--- src/rtl/svf_pkg.sv ---
// Shared types and helpers for the time-multiplexed state-variable filter engine.
package svf_pkg;

  typedef enum logic [2:0] {
    IDLE,
    MUL_Q,
    MUL_F,
    MUL_H,
    WRITE,
    DONE
  } svf_state_e;

  localparam int unsigned MUL_W   = 18;
  localparam int unsigned PROD_W  = 36;
  localparam int unsigned Q_SHIFT = 16;
  localparam int unsigned F_SHIFT = 17;

  // Stored filter state carries three guard bits above the sample width.
  function automatic int unsigned svf_state_w(input int unsigned sample_bits);
    return sample_bits + 3;
  endfunction

  // Saturate a sign-extended state value to the signed sample range.
  function automatic logic signed [MUL_W-1:0] svf_clamp(input logic signed [MUL_W-1:0] x,
                                                        input int unsigned sample_bits);
    logic signed [MUL_W-1:0] hi;
    logic signed [MUL_W-1:0] lo;
    hi = 18'sd1 <<< (sample_bits - 1);
    hi = hi - 18'sd1;
    lo = ~hi;
    if (x > hi) return hi;
    if (x < lo) return lo;
    return x;
  endfunction

endpackage

--- src/rtl/svf_voice_scheduler_if.sv ---
// Bus bundle between the voice source, the filter engine and the output mixer.
interface svf_voice_scheduler_if #(
  parameter int SAMPLE_BITS = 12,
  parameter int VOICES      = 4
);

  logic                            sample_clk;
  logic [VOICES*SAMPLE_BITS-1:0]   in;
  logic [VOICES*18-1:0]            F;
  logic [VOICES*18-1:0]            Q1;
  logic [VOICES*SAMPLE_BITS-1:0]   out_highpass;
  logic [VOICES*SAMPLE_BITS-1:0]   out_lowpass;
  logic [VOICES*SAMPLE_BITS-1:0]   out_bandpass;
  logic [VOICES*SAMPLE_BITS-1:0]   out_notch;
  logic                            out_valid;
  logic                            busy;
  logic                            overrun;

  modport master (
    output sample_clk, in, F, Q1,
    input  out_highpass, out_lowpass, out_bandpass, out_notch, out_valid, busy, overrun
  );

  modport slave (
    input  sample_clk, in, F, Q1,
    output out_highpass, out_lowpass, out_bandpass, out_notch, out_valid, busy, overrun
  );

endinterface

--- src/rtl/svf_voice_scheduler_smul_18x18.sv ---
// Shared signed 18x18 -> 36 combinational multiplier.
module smul_18x18 (
  input  logic signed [17:0] a_i,
  input  logic signed [17:0] b_i,
  output logic signed [35:0] p_o
);

  assign p_o = 36'(a_i) * 36'(b_i);

endmodule

--- src/rtl/svf_voice_scheduler.sv ---
// Chamberlin SVF engine: VOICES channels sequenced through one multiplier per sample frame.
module svf_voice_scheduler #(
  parameter int SAMPLE_BITS = 12,
  parameter int VOICES      = 4
) (
  input  logic                   clk,
  input  logic                   rst,
  svf_voice_scheduler_if.slave   bus
);

  import svf_pkg::*;

  localparam int unsigned SW = svf_state_w(SAMPLE_BITS);
  localparam int unsigned VW = (VOICES > 1) ? $clog2(VOICES) : 1;
  localparam logic [VW-1:0] LAST_VOICE = VW'(VOICES - 1);

  svf_state_e                    state_q;
  logic [VW-1:0]                 voice_q;
  logic                          prev_q;
  logic                          busy_q;
  logic                          valid_q;
  logic                          overrun_q;
  logic                          start;

  logic signed [SAMPLE_BITS-1:0] in_snap_q [VOICES];
  logic signed [MUL_W-1:0]       f_snap_q  [VOICES];
  logic signed [MUL_W-1:0]       q_snap_q  [VOICES];

  logic signed [SW-1:0]          lp_q    [VOICES];
  logic signed [SW-1:0]          bp_q    [VOICES];
  logic signed [SW-1:0]          hp_q    [VOICES];
  logic signed [SW-1:0]          notch_q [VOICES];

  logic signed [SW-1:0]          qbp_q, lpn_q, hpn_q, bpn_q, notchn_q;
  logic signed [SW-1:0]          qbp_d, lpn_d, hpn_d, bpn_d, notch_d;
  logic signed [SW-1:0]          in_ext;
  logic signed [MUL_W-1:0]       mul_a, mul_b;
  logic signed [PROD_W-1:0]      prod;
  logic                          prod_unused;

  assign start = bus.sample_clk & ~prev_q;

  smul_18x18 u_mul (
    .a_i (mul_a),
    .b_i (mul_b),
    .p_o (prod)
  );

  // Arithmetic shift then truncation to SW bits is a plain bit-slice of the product.
  assign prod_unused = ^{prod[Q_SHIFT-1:0], prod[PROD_W-1:F_SHIFT+SW]};

  // Operand selection for the shared multiplier and the per-step adders.
  always_comb begin
    mul_a  = '0;
    mul_b  = '0;
    case (state_q)
      MUL_Q: begin
        mul_a = 18'(bp_q[voice_q]);
        mul_b = q_snap_q[voice_q];
      end
      MUL_F: begin
        mul_a = 18'(bp_q[voice_q]);
        mul_b = f_snap_q[voice_q];
      end
      MUL_H: begin
        mul_a = 18'(hpn_q);
        mul_b = f_snap_q[voice_q];
      end
      default: ;
    endcase
    in_ext  = SW'(in_snap_q[voice_q]);
    qbp_d   = prod[Q_SHIFT +: SW];
    lpn_d   = lp_q[voice_q] + prod[F_SHIFT +: SW];
    hpn_d   = in_ext - lpn_d - qbp_q;
    bpn_d   = bp_q[voice_q] + prod[F_SHIFT +: SW];
    notch_d = hpn_q + lpn_q;
  end

  // Frame sequencer, per-voice state update and status flags.
  always_ff @(posedge clk or posedge rst) begin
    if (rst) begin
      state_q   <= IDLE;
      voice_q   <= '0;
      prev_q    <= 1'b0;
      busy_q    <= 1'b0;
      valid_q   <= 1'b0;
      overrun_q <= 1'b0;
      qbp_q     <= '0;
      lpn_q     <= '0;
      hpn_q     <= '0;
      bpn_q     <= '0;
      notchn_q  <= '0;
      for (int unsigned v = 0; v < VOICES; v++) begin
        in_snap_q[v] <= '0;
        f_snap_q[v]  <= '0;
        q_snap_q[v]  <= '0;
        lp_q[v]      <= '0;
        bp_q[v]      <= '0;
        hp_q[v]      <= '0;
        notch_q[v]   <= '0;
      end
    end else begin
      prev_q <= bus.sample_clk;
      if (start && state_q != IDLE) overrun_q <= 1'b1;
      case (state_q)
        IDLE: begin
          if (start) begin
            for (int unsigned v = 0; v < VOICES; v++) begin
              in_snap_q[v] <= bus.in[v*SAMPLE_BITS +: SAMPLE_BITS];
              f_snap_q[v]  <= bus.F[v*18 +: 18];
              q_snap_q[v]  <= bus.Q1[v*18 +: 18];
            end
            voice_q <= '0;
            busy_q  <= 1'b1;
            state_q <= MUL_Q;
          end
        end
        MUL_Q: begin
          qbp_q   <= qbp_d;
          state_q <= MUL_F;
        end
        MUL_F: begin
          lpn_q   <= lpn_d;
          hpn_q   <= hpn_d;
          state_q <= MUL_H;
        end
        MUL_H: begin
          bpn_q    <= bpn_d;
          notchn_q <= notch_d;
          state_q  <= WRITE;
        end
        WRITE: begin
          lp_q[voice_q]    <= lpn_q;
          bp_q[voice_q]    <= bpn_q;
          hp_q[voice_q]    <= hpn_q;
          notch_q[voice_q] <= notchn_q;
          if (voice_q == LAST_VOICE) begin
            busy_q  <= 1'b0;
            valid_q <= 1'b1;
            state_q <= DONE;
          end else begin
            voice_q <= voice_q + VW'(1);
            state_q <= MUL_Q;
          end
        end
        DONE: begin
          valid_q <= 1'b0;
          state_q <= IDLE;
        end
        default: state_q <= IDLE;
      endcase
    end
  end

  assign bus.out_valid = valid_q;
  assign bus.busy      = busy_q;
  assign bus.overrun   = overrun_q;

  // Output slices are the clamped stored state, so they change exactly when a voice is written.
  for (genvar v = 0; v < VOICES; v++) begin : g_out
    logic signed [MUL_W-1:0] hp_c, lp_c, bp_c, n_c;
    logic                    clamp_unused;

    // Saturate this voice's stored state to the sample range.
    always_comb begin
      hp_c = svf_clamp(18'(hp_q[v]), SAMPLE_BITS);
      lp_c = svf_clamp(18'(lp_q[v]), SAMPLE_BITS);
      bp_c = svf_clamp(18'(bp_q[v]), SAMPLE_BITS);
      n_c  = svf_clamp(18'(notch_q[v]), SAMPLE_BITS);
    end

    assign clamp_unused = ^{hp_c[MUL_W-1:SAMPLE_BITS], lp_c[MUL_W-1:SAMPLE_BITS],
                            bp_c[MUL_W-1:SAMPLE_BITS], n_c[MUL_W-1:SAMPLE_BITS]};

    assign bus.out_highpass[v*SAMPLE_BITS +: SAMPLE_BITS] = hp_c[SAMPLE_BITS-1:0];
    assign bus.out_lowpass[v*SAMPLE_BITS +: SAMPLE_BITS]  = lp_c[SAMPLE_BITS-1:0];
    assign bus.out_bandpass[v*SAMPLE_BITS +: SAMPLE_BITS] = bp_c[SAMPLE_BITS-1:0];
    assign bus.out_notch[v*SAMPLE_BITS +: SAMPLE_BITS]    = n_c[SAMPLE_BITS-1:0];
  end

endmodule

--- src/flat_wrapper.sv ---
// flat-port wrapper written by rule: the top's interface ports become plain ports
module svf_voice_scheduler_flat import svf_pkg::*;
#(
  parameter int SAMPLE_BITS = 12,
  parameter int VOICES      = 4
)
  (clk, rst, bus_sample_clk, bus_in, bus_F, bus_Q1, bus_out_highpass, bus_out_lowpass, bus_out_bandpass, bus_out_notch, bus_out_valid, bus_busy, bus_overrun);
  svf_voice_scheduler_if #(.SAMPLE_BITS(SAMPLE_BITS), .VOICES(VOICES)) bus_i ();
  input  logic clk;
  input  logic rst;
  input wire logic [$bits(bus_i.sample_clk)-1:0] bus_sample_clk;
  input wire logic [$bits(bus_i.in)-1:0] bus_in;
  input wire logic [$bits(bus_i.F)-1:0] bus_F;
  input wire logic [$bits(bus_i.Q1)-1:0] bus_Q1;
  output wire logic [$bits(bus_i.out_highpass)-1:0] bus_out_highpass;
  output wire logic [$bits(bus_i.out_lowpass)-1:0] bus_out_lowpass;
  output wire logic [$bits(bus_i.out_bandpass)-1:0] bus_out_bandpass;
  output wire logic [$bits(bus_i.out_notch)-1:0] bus_out_notch;
  output wire logic [$bits(bus_i.out_valid)-1:0] bus_out_valid;
  output wire logic [$bits(bus_i.busy)-1:0] bus_busy;
  output wire logic [$bits(bus_i.overrun)-1:0] bus_overrun;
  assign bus_i.sample_clk = bus_sample_clk;
  assign bus_i.in = bus_in;
  assign bus_i.F = bus_F;
  assign bus_i.Q1 = bus_Q1;
  assign bus_out_highpass = bus_i.out_highpass;
  assign bus_out_lowpass = bus_i.out_lowpass;
  assign bus_out_bandpass = bus_i.out_bandpass;
  assign bus_out_notch = bus_i.out_notch;
  assign bus_out_valid = bus_i.out_valid;
  assign bus_busy = bus_i.busy;
  assign bus_overrun = bus_i.overrun;
  svf_voice_scheduler #(.SAMPLE_BITS(SAMPLE_BITS), .VOICES(VOICES)) u_core (.clk(clk), .rst(rst), .bus(bus_i));
endmodule
--- config.mk ---
export PLATFORM = sky130hd
export DESIGN_NAME = svf_voice_scheduler_flat
export DESIGN_NICKNAME = d
export VERILOG_FILES = /design/src/rtl/svf_pkg.sv /design/src/rtl/svf_voice_scheduler_if.sv /design/src/rtl/svf_voice_scheduler_smul_18x18.sv /design/src/rtl/svf_voice_scheduler.sv /design/src/flat_wrapper.sv
export SDC_FILE = /design/constraint.sdc
export NUM_CORES = 2
export LEC_CHECK = 0
export BUFFER_PORTS_ARGS = -buffer_cell sky130_fd_sc_hd__buf_4
export CAP_MARGIN = 30
export CORE_UTILIZATION = 60
export CTS_BUF_LIST = sky130_fd_sc_hd__clkbuf_8 sky130_fd_sc_hd__clkbuf_16
export DETAILED_ROUTE_END_ITERATION = 7
export HOLD_SLACK_MARGIN = 0.12
export PLACE_DENSITY = 0.81
export SKIP_CTS_REPAIR_TIMING = 1
export SLEW_MARGIN = 20
export SYNTH_ARGS = -nofsm -noshare
export SYNTH_HDL_FRONTEND = slang
export SYNTH_SLANG_ARGS = --single-unit
export TNS_END_PERCENT = 100
--- constraint.sdc ---
create_clock -name clk -period 25.1 [get_ports clk]
set_input_delay 5.02 -clock clk [delete_from_list [all_inputs] [get_ports clk]]
set_output_delay 5.02 -clock clk [all_outputs]
set_load 0.1 [all_outputs]
==> metrics.txt <==
status finished clean; DR vias/cell 5.93; initial core utilization 0.611; Final Hold Fails 0; RSZ-0062 raised after global routing false; Fillers 4,139; nets 4,140; Cells after Synth 3,209; crit path kind flop to flop; # DRC 0; Tmin final 12,910 ps; number of synthesized flops with an enable pin 0; Final Instance Area 0.0407 mm²; Core ar. 0.0579 mm²; most frequent cells in the layout 514 x dfrtp_1, 430 x buf_4, 426 x nand2_1, 401 x inv_1, 396 x mux2_2; crit share post-route 0.514; Die X-Extent 245 µm; clock root cell clkbuf_16; global route hottest layer met2; clk buf depth 3; syn_area_per_cell 11.0 µm²; Synth Warn # 0; final setup TNS 0 ps; largest net degree at the start of global routing 172; Die Y 245 µm; Worst Path Arrival between 10,000 and 15,000 ps; # IOs 390; HPWL Detailed 71,500 µm; CP max stage cell xnor2_1; Post-DP Area around 0.039 mm²; skew final 38.7 ps; CP bufs+invs 8; RD Place Congestion 0.948; row count 88; crit-path max FO 46; initial antenna violation count 2; First DRT Iteration DRCs a little under 2,000; cell family with the largest share of critical-path delay compound AO/OA/AOI/OAI gates; WL/cell between 20 and 25 µm; clk_lat worst skew a little over 600 ps; WP data required about 26,000 ps; Setup crit start u_core.voice_q[1]$_DFFE_PP0P_; Routed WL 97,600 µm; Total Die Area 0.0599 mm²; # port buffers 389; gr ovfl total 0; CTS tree built; GR Util met1 0.455; Setup Viol. Count Final 0; commonest non-fill, non-tap cell in the layout dfrtp_1; mapped cell area 0.0354 mm²; Mapped Nets 3,834; CP Launch Type flop; Rel. slew slack 0.275; DRT Pass-1 Iters 7; r2r startpoint u_core.voice_q[1]$_DFFE_PP0P_; CTS clock-pin slew for the worst setup and hold paths approximately 60 ps; CTS sink count 516; Slew @ Worst Pin 1090 ps; HP Start u_core.hp_q[3]$_DFFE_PP0P_; vias in the first global route 26,400; met3 usage 0.0817; total routing usage reported by global routing 0.332; Worst setup EP type flop; Via Count roughly 26,000; number of distinct library cells after synthesis 63; cts bufs inserted 53; # H-tree levels 2; Max Cap Viol 0; part of the Yosys area used for sequential elements 0.365; Worst Hold Class flop to flop; pins over their slew limit 0; Yosys reg bits 516; DRT antenna net count 0; ys async rst share 1.00; Worst path max stage delay 710 ps; Util after Layout 0.703; ratio of cells with drive above 1 in the final layout 0.284; met2 Resource Use GR 0.509; first-pass GRT wire length 152,000 µm; ys flop type dfrtp_1; Max Freq 77.5 MHz; Synth-to-Final Area Change 15.2%
tightest hold or removal path, cell delays in order, from the launching register on:
cell     delay, ps
dfrtp_1        340
nand2_1         50
nand2_1         50
Yosys cell counts, types with 3 or more instances:
| master | number | area share |
|---|---|---|
| dfrtp_1 | 516 | 0.37 |
| nand2_1 | 429 | 0.046 |
| mux2_2 | 396 | 0.13 |
| inv_1 | 390 | 0.041 |
| fa_1 | 291 | 0.16 |
| o21a_1 | 182 | 0.039 |
| clkbuf_1 | 158 | 0.017 |
| nor2_1 | 150 | 0.016 |
| ha_1 | 139 | 0.049 |
| o21ai_0 | 72 | 0.010 |
| mux4_2 | 68 | 0.043 |
| a21oi_1 | 49 | 0.0069 |
| xnor2_1 | 49 | 0.012 |
| and2_1 | 32 | 0.0057 |
| nor3_1 | 28 | 0.0040 |
| xor2_1 | 27 | 0.0067 |
| a22o_1 | 24 | 0.0059 |
| nand3_1 | 24 | 0.0034 |
| a21o_1 | 22 | 0.0047 |
| buf_1 | 19 | 0.0020 |
| a22oi_1 | 17 | 0.0036 |
| nor2b_1 | 12 | 0.0021 |
| mux2i_1 | 11 | 0.0031 |
| nand2b_1 | 10 | 0.0018 |
| or2_2 | 8 | 0.0014 |
| o31ai_1 | 6 | 0.0013 |
| a211oi_1 | 5 | 0.0011 |
| a21boi_0 | 5 | 0.0011 |
| buf_2 | 5 | 0.00071 |
| o21bai_1 | 5 | 0.0011 |
| o22a_1 | 5 | 0.0012 |
| o22ai_1 | 5 | 0.00088 |
| nor3b_1 | 4 | 0.00085 |
| a211o_1 | 3 | 0.00074 |
| a31oi_1 | 3 | 0.00053 |
| nand4_1 | 3 | 0.00053 |
| or3_1 | 3 | 0.00053 |
routing by layer:
layer | up-vias | wire length, µm
li1 | 11200 | -
met1 | 13000 | 39000
met2 | 1141 | 45300
met3 | 270 | 9040
met4 | 2 | 4220
met5 | - | 65
sequential cells by signal, indices dropped and copies added, names as in the netlist, 2 cells and up:
register          count
u_core.qbp_q         15
u_core.in_snap_q     48
u_core.q_snap_q      72
u_core.lp_q          60
u_core.lpn_q         15
u_core.notchn_q      15
u_core.hpn_q         15
u_core.hp_q          60
u_core.bp_q          60
u_core.voice_q        2
u_core.f_snap_q      72
u_core.notch_q       60
u_core.state_q        3
u_core.bpn_q         15
layout make-up:
type                       count  area, µm²  area share
antenna                        2       5.00    0.000123
clock buffer                  68       1530      0.0376
clock inverter                27        214     0.00525
inverter                     390       1470      0.0361
multi-input combinational   2120      20300       0.499
sequential                   516      12900       0.317
tap                          765        957      0.0235
timing repair buffer         434       3320      0.0816
stage by stage:
step                std cells  worst slack [ps]  hold slack, ps
floorplan                3209              5670             447
global placement         4222             12780             444
detailed placement       4222             12390             465
CTS                      4317             12320             480
global route             4322             11450             500
finish                   4322             12190             479
final timing paths:
| path | end | slack [ps] | depth (start not counted) |
|---|---|---|---|
| max in group asynchronous | u_core.in_snap_q[31]$_DFFE_PP0P_ | 18480 | 4 |
| min reg2reg | u_core.hp_q[3]$_DFFE_PP0P_ | 480 | 2 |
| min in group asynchronous | u_core.lp_q[2]$_DFFE_PP0P_ | 4570 | 2 |
| max | u_core.hpn_q[14]$_DFFE_PP0N_ | 12190 | 47 |
| min | u_core.hp_q[3]$_DFFE_PP0P_ | 480 | 2 |
| max reg2reg | u_core.hpn_q[14]$_DFFE_PP0N_ | 12190 | 47 |
cell families after synthesis:
group / count (synthesis) / share of synthesized area
multiplexers: 475 / 0.173
flip-flops: 516 / 0.365
AND/OR/NAND/NOR: 713 / 0.0839
XOR/XNOR: 76 / 0.0188
AO/OA/AOI/OAI: 424 / 0.0840
adder cells (fa/ha/maj): 432 / 0.214
buffers and inverters: 573 / 0.0612
Power is left out: the tool's default activity adds up to more than one toggle a clock period on the data nets, which glitch-free logic cannot reach.
